[src/rtl/if_fetch_stage.sv]
// Instruction-fetch stage: PC, one outstanding imem request,
// registered output slot and a one-entry skid buffer.
module if_fetch_stage #(
  parameter logic [31:0] RESET_PC = 32'h0,
  parameter logic [31:0] PC_INC   = 32'd4
) (
  input  logic        clk,
  input  logic        rst,
  input  logic        freeze,
  input  logic        branchTaken,
  input  logic [31:0] branchAddr,
  output logic        imemReq,
  output logic [31:0] imemAddr,
  input  logic        imemValid,
  input  logic [31:0] imemData,
  output logic [31:0] PCOut,
  output logic [31:0] instructionOut,
  output logic        fetchValid
);

  typedef enum logic [1:0] {
    REQ,
    DISCARD,
    FULL
  } state_t;

  state_t      state, state_n;
  logic [31:0] pc, pc_n;
  logic [31:0] req_addr, req_addr_n;
  logic [31:0] skid_instr, skid_instr_n;
  logic [31:0] skid_pc, skid_pc_n;
  logic [31:0] slot_instr, slot_instr_n;
  logic [31:0] slot_pc, slot_pc_n;
  logic        slot_valid, slot_valid_n;
  logic        bubble;
  logic        free;
  logic [31:0] pc_next;

  assign pc_next        = pc + PC_INC;
  assign free           = ~slot_valid | ~freeze;
  assign imemReq        = ~rst & (state != FULL);
  assign imemAddr       = req_addr;
  assign PCOut          = slot_pc;
  assign instructionOut = slot_instr;
  assign fetchValid     = slot_valid;

  always_comb begin
    state_n      = state;
    pc_n         = pc;
    req_addr_n   = req_addr;
    skid_instr_n = skid_instr;
    skid_pc_n    = skid_pc;
    slot_instr_n = slot_instr;
    slot_pc_n    = slot_pc;
    slot_valid_n = slot_valid;
    bubble       = 1'b0;
    if (branchTaken) begin
      // redirect wins over freeze; an in-flight request must still drain
      pc_n         = branchAddr;
      bubble       = 1'b1;
      skid_instr_n = '0;
      skid_pc_n    = '0;
      if (state == REQ && !imemValid) begin
        state_n = DISCARD;
      end else if (state == DISCARD && !imemValid) begin
        state_n = DISCARD;
      end else begin
        state_n    = REQ;
        req_addr_n = branchAddr;
      end
    end else begin
      unique case (state)
        REQ: begin
          if (imemValid) begin
            pc_n = pc_next;
            if (free) begin
              slot_instr_n = imemData;
              slot_pc_n    = pc_next;
              slot_valid_n = 1'b1;
              req_addr_n   = pc_next;
            end else begin
              skid_instr_n = imemData;
              skid_pc_n    = pc_next;
              state_n      = FULL;
            end
          end else if (!freeze) begin
            bubble = 1'b1;
          end
        end
        FULL: begin
          if (!freeze) begin
            slot_instr_n = skid_instr;
            slot_pc_n    = skid_pc;
            slot_valid_n = 1'b1;
            skid_instr_n = '0;
            skid_pc_n    = '0;
            req_addr_n   = pc;
            state_n      = REQ;
          end
        end
        DISCARD: begin
          if (imemValid) begin
            req_addr_n = pc;
            state_n    = REQ;
          end
          if (!freeze) begin
            bubble = 1'b1;
          end
        end
        default: state_n = REQ;
      endcase
    end
    if (bubble) begin
      slot_instr_n = '0;
      slot_pc_n    = '0;
      slot_valid_n = 1'b0;
    end
  end

  always_ff @(posedge clk) begin
    if (rst) begin
      state      <= REQ;
      pc         <= RESET_PC;
      req_addr   <= RESET_PC;
      skid_instr <= '0;
      skid_pc    <= '0;
      slot_instr <= '0;
      slot_pc    <= '0;
      slot_valid <= 1'b0;
    end else begin
      state      <= state_n;
      pc         <= pc_n;
      req_addr   <= req_addr_n;
      skid_instr <= skid_instr_n;
      skid_pc    <= skid_pc_n;
      slot_instr <= slot_instr_n;
      slot_pc    <= slot_pc_n;
      slot_valid <= slot_valid_n;
    end
  end

endmodule

[config.mk]
export PLATFORM = sky130hd
export DESIGN_NAME = if_fetch_stage
export DESIGN_NICKNAME = d
export VERILOG_FILES = /design/src/rtl/if_fetch_stage.sv
export SDC_FILE = /design/constraint.sdc
export NUM_CORES = 1
export LEC_CHECK = 0
export CAP_MARGIN = 40
export CORE_ASPECT_RATIO = 0.6
export CORE_UTILIZATION = 48
export DETAILED_ROUTE_END_ITERATION = 8
export HOLD_SLACK_MARGIN = 0.03
export PLACE_DENSITY_LB_ADDON = 0.15
export SLEW_MARGIN = 30
export SYNTH_ARGS = -nofsm -noshare
export SYNTH_HDL_FRONTEND = slang
export SYNTH_SLANG_ARGS = --single-unit
export TNS_END_PERCENT = 50
[constraint.sdc]
create_clock -name clk -period 2.2 [get_ports clk]
set_input_delay 0.22 -clock clk [delete_from_list [all_inputs] [get_ports clk]]
set_output_delay 0.22 -clock clk [all_outputs]
set_load 0.03 [all_outputs]
## Yosys cells after proc, flatten, opt, wreduce, memory -nomap -nowiden

Index checks and enable logic that the tools add are counted.
W data, S select, Z words.

| cells by class | value |
|---|---|
| add/subtract/negate cells | 1 |
| equal/unequal tests | 14 |
| muxes and demuxes | 40 |
| bitwise logic cells | 6 |
| reduce and logical (&&, ||, !) cells | 15 |

Operators with widths:

| cell | number |
|---|---|
| $mux W32 | 19 |
| $pmux W32 S2 | 4 |
| $pmux W32 S3 | 1 |
| $add A32 B3 Y32 const B | 1 |
| $ne A3 B3 Y1 const B | 5 |
| $ne A2 B2 Y1 const B | 7 |
| $mux W2 | 5 |
| $mux W1 | 8 |
| $reduce_and A4 Y1 | 2 |
| $reduce_and A7 Y1 | 1 |
| $pmux W2 S3 | 1 |
| $reduce_bool A2 Y1 | 3 |
| $reduce_and A5 Y1 | 1 |
| $not A1 Y1 | 4 |
| $pmux W1 S2 | 2 |
| $reduce_bool A4 Y1 | 1 |
| $reduce_or A2 Y1 | 2 |
| $eq A2 B1 Y1 const B | 1 |
| $eq A2 B2 Y1 const B | 1 |
| $logic_and A1 B1 Y1 | 2 |
| $logic_not A2 Y1 | 1 |
| $reduce_and A2 Y1 | 1 |
| $and A1 B1 Y1 | 1 |
| $logic_not A1 Y1 | 1 |
| $or A1 B1 Y1 | 1 |

| storage, ports and cells | value |
|---|---|
| register bits | 195 |

## Longest topological paths before layout

| logic depth | value |
|---|---|
| depth after elaboration | 6 |
| mapped depth | 10 |

## Least setup slack after synthesis

Ideal clock, no wire load.

| timing path | value |
|---|---|
| path type | register -> register |
| start point | register state[0] |
| end point | register slot_pc[13] (netlist: PCOut[13]) |
| arrival | 2065 ps |
| required time | 2113 ps |
| slack | 47 ps |
| stages on the path, launching flop included | 11 |
| buffers on the path | 4 |
| cells stage by stage | dfxtp_1 -> inv_1 -> ha_1 -> buf_2 -> mux2i_1 -> o32a_1 -> clkbuf_1 -> clkbuf_1 -> buf_1 -> nand3_1 -> o31ai_1 |

| on the way | value |
|---|---|
| word-level cells in the longest chain between the ends | 4 |
| elaborated cells between the ends (all ways) | 12 |
| classes of those cells | eq/ne (5); mux (3); reduce/logical (4) |

RTL lines:

| element | line | source |
|---|---|---|
| start: declaration | 27 | `state_t state, state_n;` |
| start signal: assignment | 131 | `state <= state_n;` |
| $eq A2 B1 Y1 / $logic_not A2 Y1 (equally long branches) | 72 | `unique case (state)` |
| $pmux W1 S2 | 72 |  |
| $mux W1 | 57 | `if (branchTaken) begin` |
| $reduce_or A2 Y1 (no line) | n/a |  |
| end signal: assignment | 137 | `slot_pc <= slot_pc_n;` |
| end: declaration | 33 | `logic [31:0] slot_pc, slot_pc_n;` |

Parallel ways exist; a longest one is shown, timed or not.
A chain may end at the register's enable or synchronous reset.

## Worst setup path in the final report

| timing path | value |
|---|---|
| start point | register pc[10] |
| end point | register slot_pc[30] (netlist: PCOut[30]) |

| on the way | value |
|---|---|
| word-level cells in the longest chain between the ends | 4 |

RTL lines:

| element | line | source |
|---|---|---|
| start: declaration | 28 | `logic [31:0] pc, pc_n;` |
| start signal: assignment | 132 | `pc <= pc_n;` |
| $add A32 B3 Y32 | 39 | `assign pc_next = pc + PC_INC;` |
| $mux W32 | 76 | `if (free) begin` |
| $mux W32 | 74 | `if (imemValid) begin` |
| $pmux W32 S2 | 72 |  |

Every way passes these cells. The select of a mux whose other input is x is not followed.

==> results.yml <==
run_status:
  outcome: "completed"
detailed_routing:
  drcViolationCount: 0
  vias_per_cell: 5.788
  ant_nets: 0
  vias: 9637
  routed_wl_um: 30400
  drtIter0Drc: 975
  dr.pass1.iters: 5
  routedWlPerCell_um: 18.26
placement:
  gp_congestion: 0.9481
  place_ws_ns: -0.09609
  hpwl_um: 21240
  dp.cells: 1627
  io_buffers: 166
setup_path:
  start_kind: "flip-flop"
  cp_top_family: "simple AND/OR/NAND/NOR gates"
  cp_data_required_time_ns: 2.57
  critPathCaptureType: "flip-flop"
  worst-path-max-fanout: 7
  cp_slowest_cell: "or4_4"
  path_cells: "nand4_1 -> or4_4 -> nor4_2 -> mux2_2 -> o21ai_0"
  crit_type: "flip-flop to flip-flop"
  path_buf_inv: 0
  cp_data_arrival_time_ns: 2.52
  cpPeakStageDelay_ns: 0.67
sta:
  clock-skew-final_ns: 0.01757
  rsz0062_at_grt: "true"
  period_share_pct: 97.41
  tns_ns: 0
  slew_headroom_pct: 67.64
  max_freq_ghz: 0.4666
  fin_crit_ns: 2.143
  final_max_slew_viol_count: 0
  worst_pin_slew_ns: 0.4816
  timing.final.ws_setup_ns: 0.05697
  hold_viol_final: 0
  setup_viol: 0
power:
  leakage_nw: 4.541
  p_total_mw: 8.479
  vdd_drop_max_mv: 0.6067
  power_density_nw_per_um2: 655.7
worst_hold_path:
  min_path_type: "primary input to flip-flop"
floorplanning:
  die_w_um: 183.9
  die_h_um: 111.2
  fp-row-count: 39
  ios: 167
  coreArea_um2: 19230
  design.die.area_um2: 20450
  initial_core_util_pct: 49.58
layout:
  fin_cells: 1665
  nets: 1462
  post-route-util_pct: 67.25
  layout-drive-gt1-share_pct: 14.30
  antennaDiodeCount: 0
  syn_to_final_growth_pct: 35.63
grt:
  overflow: 0
  grt_max_degree: 54
  antenna_found_initial: 0
  grt_pass1_vias: 8876
  grt_pass1_wl_um: 47220
  grtUsageTotal_pct: 29.24
cts:
  clock-sinks: 195
  clk_pin_slew_ns: 0.07
  htree_levels: 4
  cts-root-buf: "clkbuf_16"
  cts_buffers: 17
  insertion_delay_ns: 0.45
  cts_tree: "built"
  cts_buffer_depth: 2
synth:
  yosys.cell_types.count: 62
  ys_top_cells_by_area: "dfxtp_1, nand2_1, a211oi_1, nor2_1, a21oi_1"
  synth_nets: 1265
  synthCells: 1192
  ys.warnings.count: 0
  synth_area_um2: 9533
  yosys-top-cells-count: "dfxtp_1, nand2_1, nor2_1"
  yosysSeqAreaShare_pct: 40.95
  async_flop_share_pct: 0
  synth-seq-cells: 195
  synth-edff-count: 0
  avgSynthCellArea_um2: 7.997
  yosysMostFrequentCell: "dfxtp_1"
  synthFlopType: "dfxtp_1"
  synth_top_cell_area_share_pct: 40.95
  yosysTopAreaCell: "dfxtp_1"
flow_run:
  maxCapViolCount: 0
[cells in the final DEF, fill, tap and decap left out, drive strengths merged, types with 6 or more instances in the layout]
cell type      Yosys  layout
dfxtp            195     195
clkdlybuf4s50      0     163
nand2            151     151
buf               32     126
nor2             112     112
a21oi             76      76
nor3              69      69
a211oi            56      56
o21ai             44      44
xnor2             39      39
nor2b             38      38
nand3             36      36
xor2              33      33
nor4              29      29
clkbuf            81      23
nand4             18      18
o211ai            14      14
and3              12      12
inv               11      12
mux2i             11      11
nand3b            10      10
a22oi             10      10
o22ai              9       9
o31ai              8       8
nand2b             7       7
and4               6       6
o21bai             6       6
[through the flow]
| stage | hold slack, ns | area [µm²] |
|---|---|---|
| 5_1_grt | 0.1732 | 12930 |
| 2_1_floorplan | 0.3627 | 9533 |
| 4_1_cts | 0.1393 | 12680 |
| 3_3_place_gp | 0.4279 | 12080 |
| 6_report | 0.1483 | 12930 |
| 3_5_place_dp | 0.4409 | 12090 |
[state kept, by name, summed over array words and instances, names as in the netlist]
name,flops
fetchValid,1
pc,32
PCOut,32
skid_pc,32
skid_instr,32
imemAddr,32
instructionOut,32
state,2
[what timing repair did]
action                                  in CTS  in global routing
hold buffers                                 0                  0
buffers inserted                             0                  6
resized for setup                            1                 30
endpoints found under the setup margin       6                 56
gates cloned                                 0                  4
pin swaps                                    0                  7
[power by group]
part,internal (mW),leakage [nW],switching [mW]
combinational,0.661,2.67,0.846
clock,1.84,0.285,1.36
sequential,3.66,1.59,0.111
total,6.16,4.54,2.32
[cell type report]
cell class              instances  area [µm²]
fillers                      1658        6296
multi-input cells             872        5304
flip-flops and latches        195        3906
repair buffers                291        2753
clock buffers                  21       460.4
well taps                     266       332.8
clock inverters                 8       128.9
inverters                      12       45.04
[worst paths after layout]
check	slack (ns)	end	startpoint	depth (start not counted)
setup / recovery	0.06	PCOut[30]	pc[10]	5
hold / removal	0.15	state[0]	branchTaken	3
setup reg to reg	0.06	PCOut[30]	pc[10]	5
hold reg to reg	0.45	imemAddr[5]	imemAddr[5]	2
[routing by layer]
layer | up-vias | share of wire (%) | GRT usage, %
met5 | - | 0 | 0
met4 | 0 | 1.4 | 7.500
met3 | 34 | 7.7 | 5.815
met2 | 405 | 42 | 42.30
met1 | 4602 | 49 | 43.70
li1 | 4596 | - | -
[worst min-delay path, delay by kind of cell]
family	cells	cell delay, ns
buf+inv	1	0.19
simple gates	1	0.09
compound gates	1	0.05
[logic make-up (layout without fill, tap and decap cells)]
| family | after synthesis | after routing | synth area share, % |
|---|---|---|---|
| flops | 195 | 195 | 40.95 |
| mux | 15 | 15 | 1.628 |
| fa+ha+maj | 4 | 4 | 0.5250 |
| buf+inv | 125 | 332 | 5.329 |
| compound gates | 262 | 262 | 17.89 |
| simple gates | 519 | 519 | 27.06 |
| xor+xnor | 72 | 72 | 6.615 |
Power figures use the tool's default switching activity.
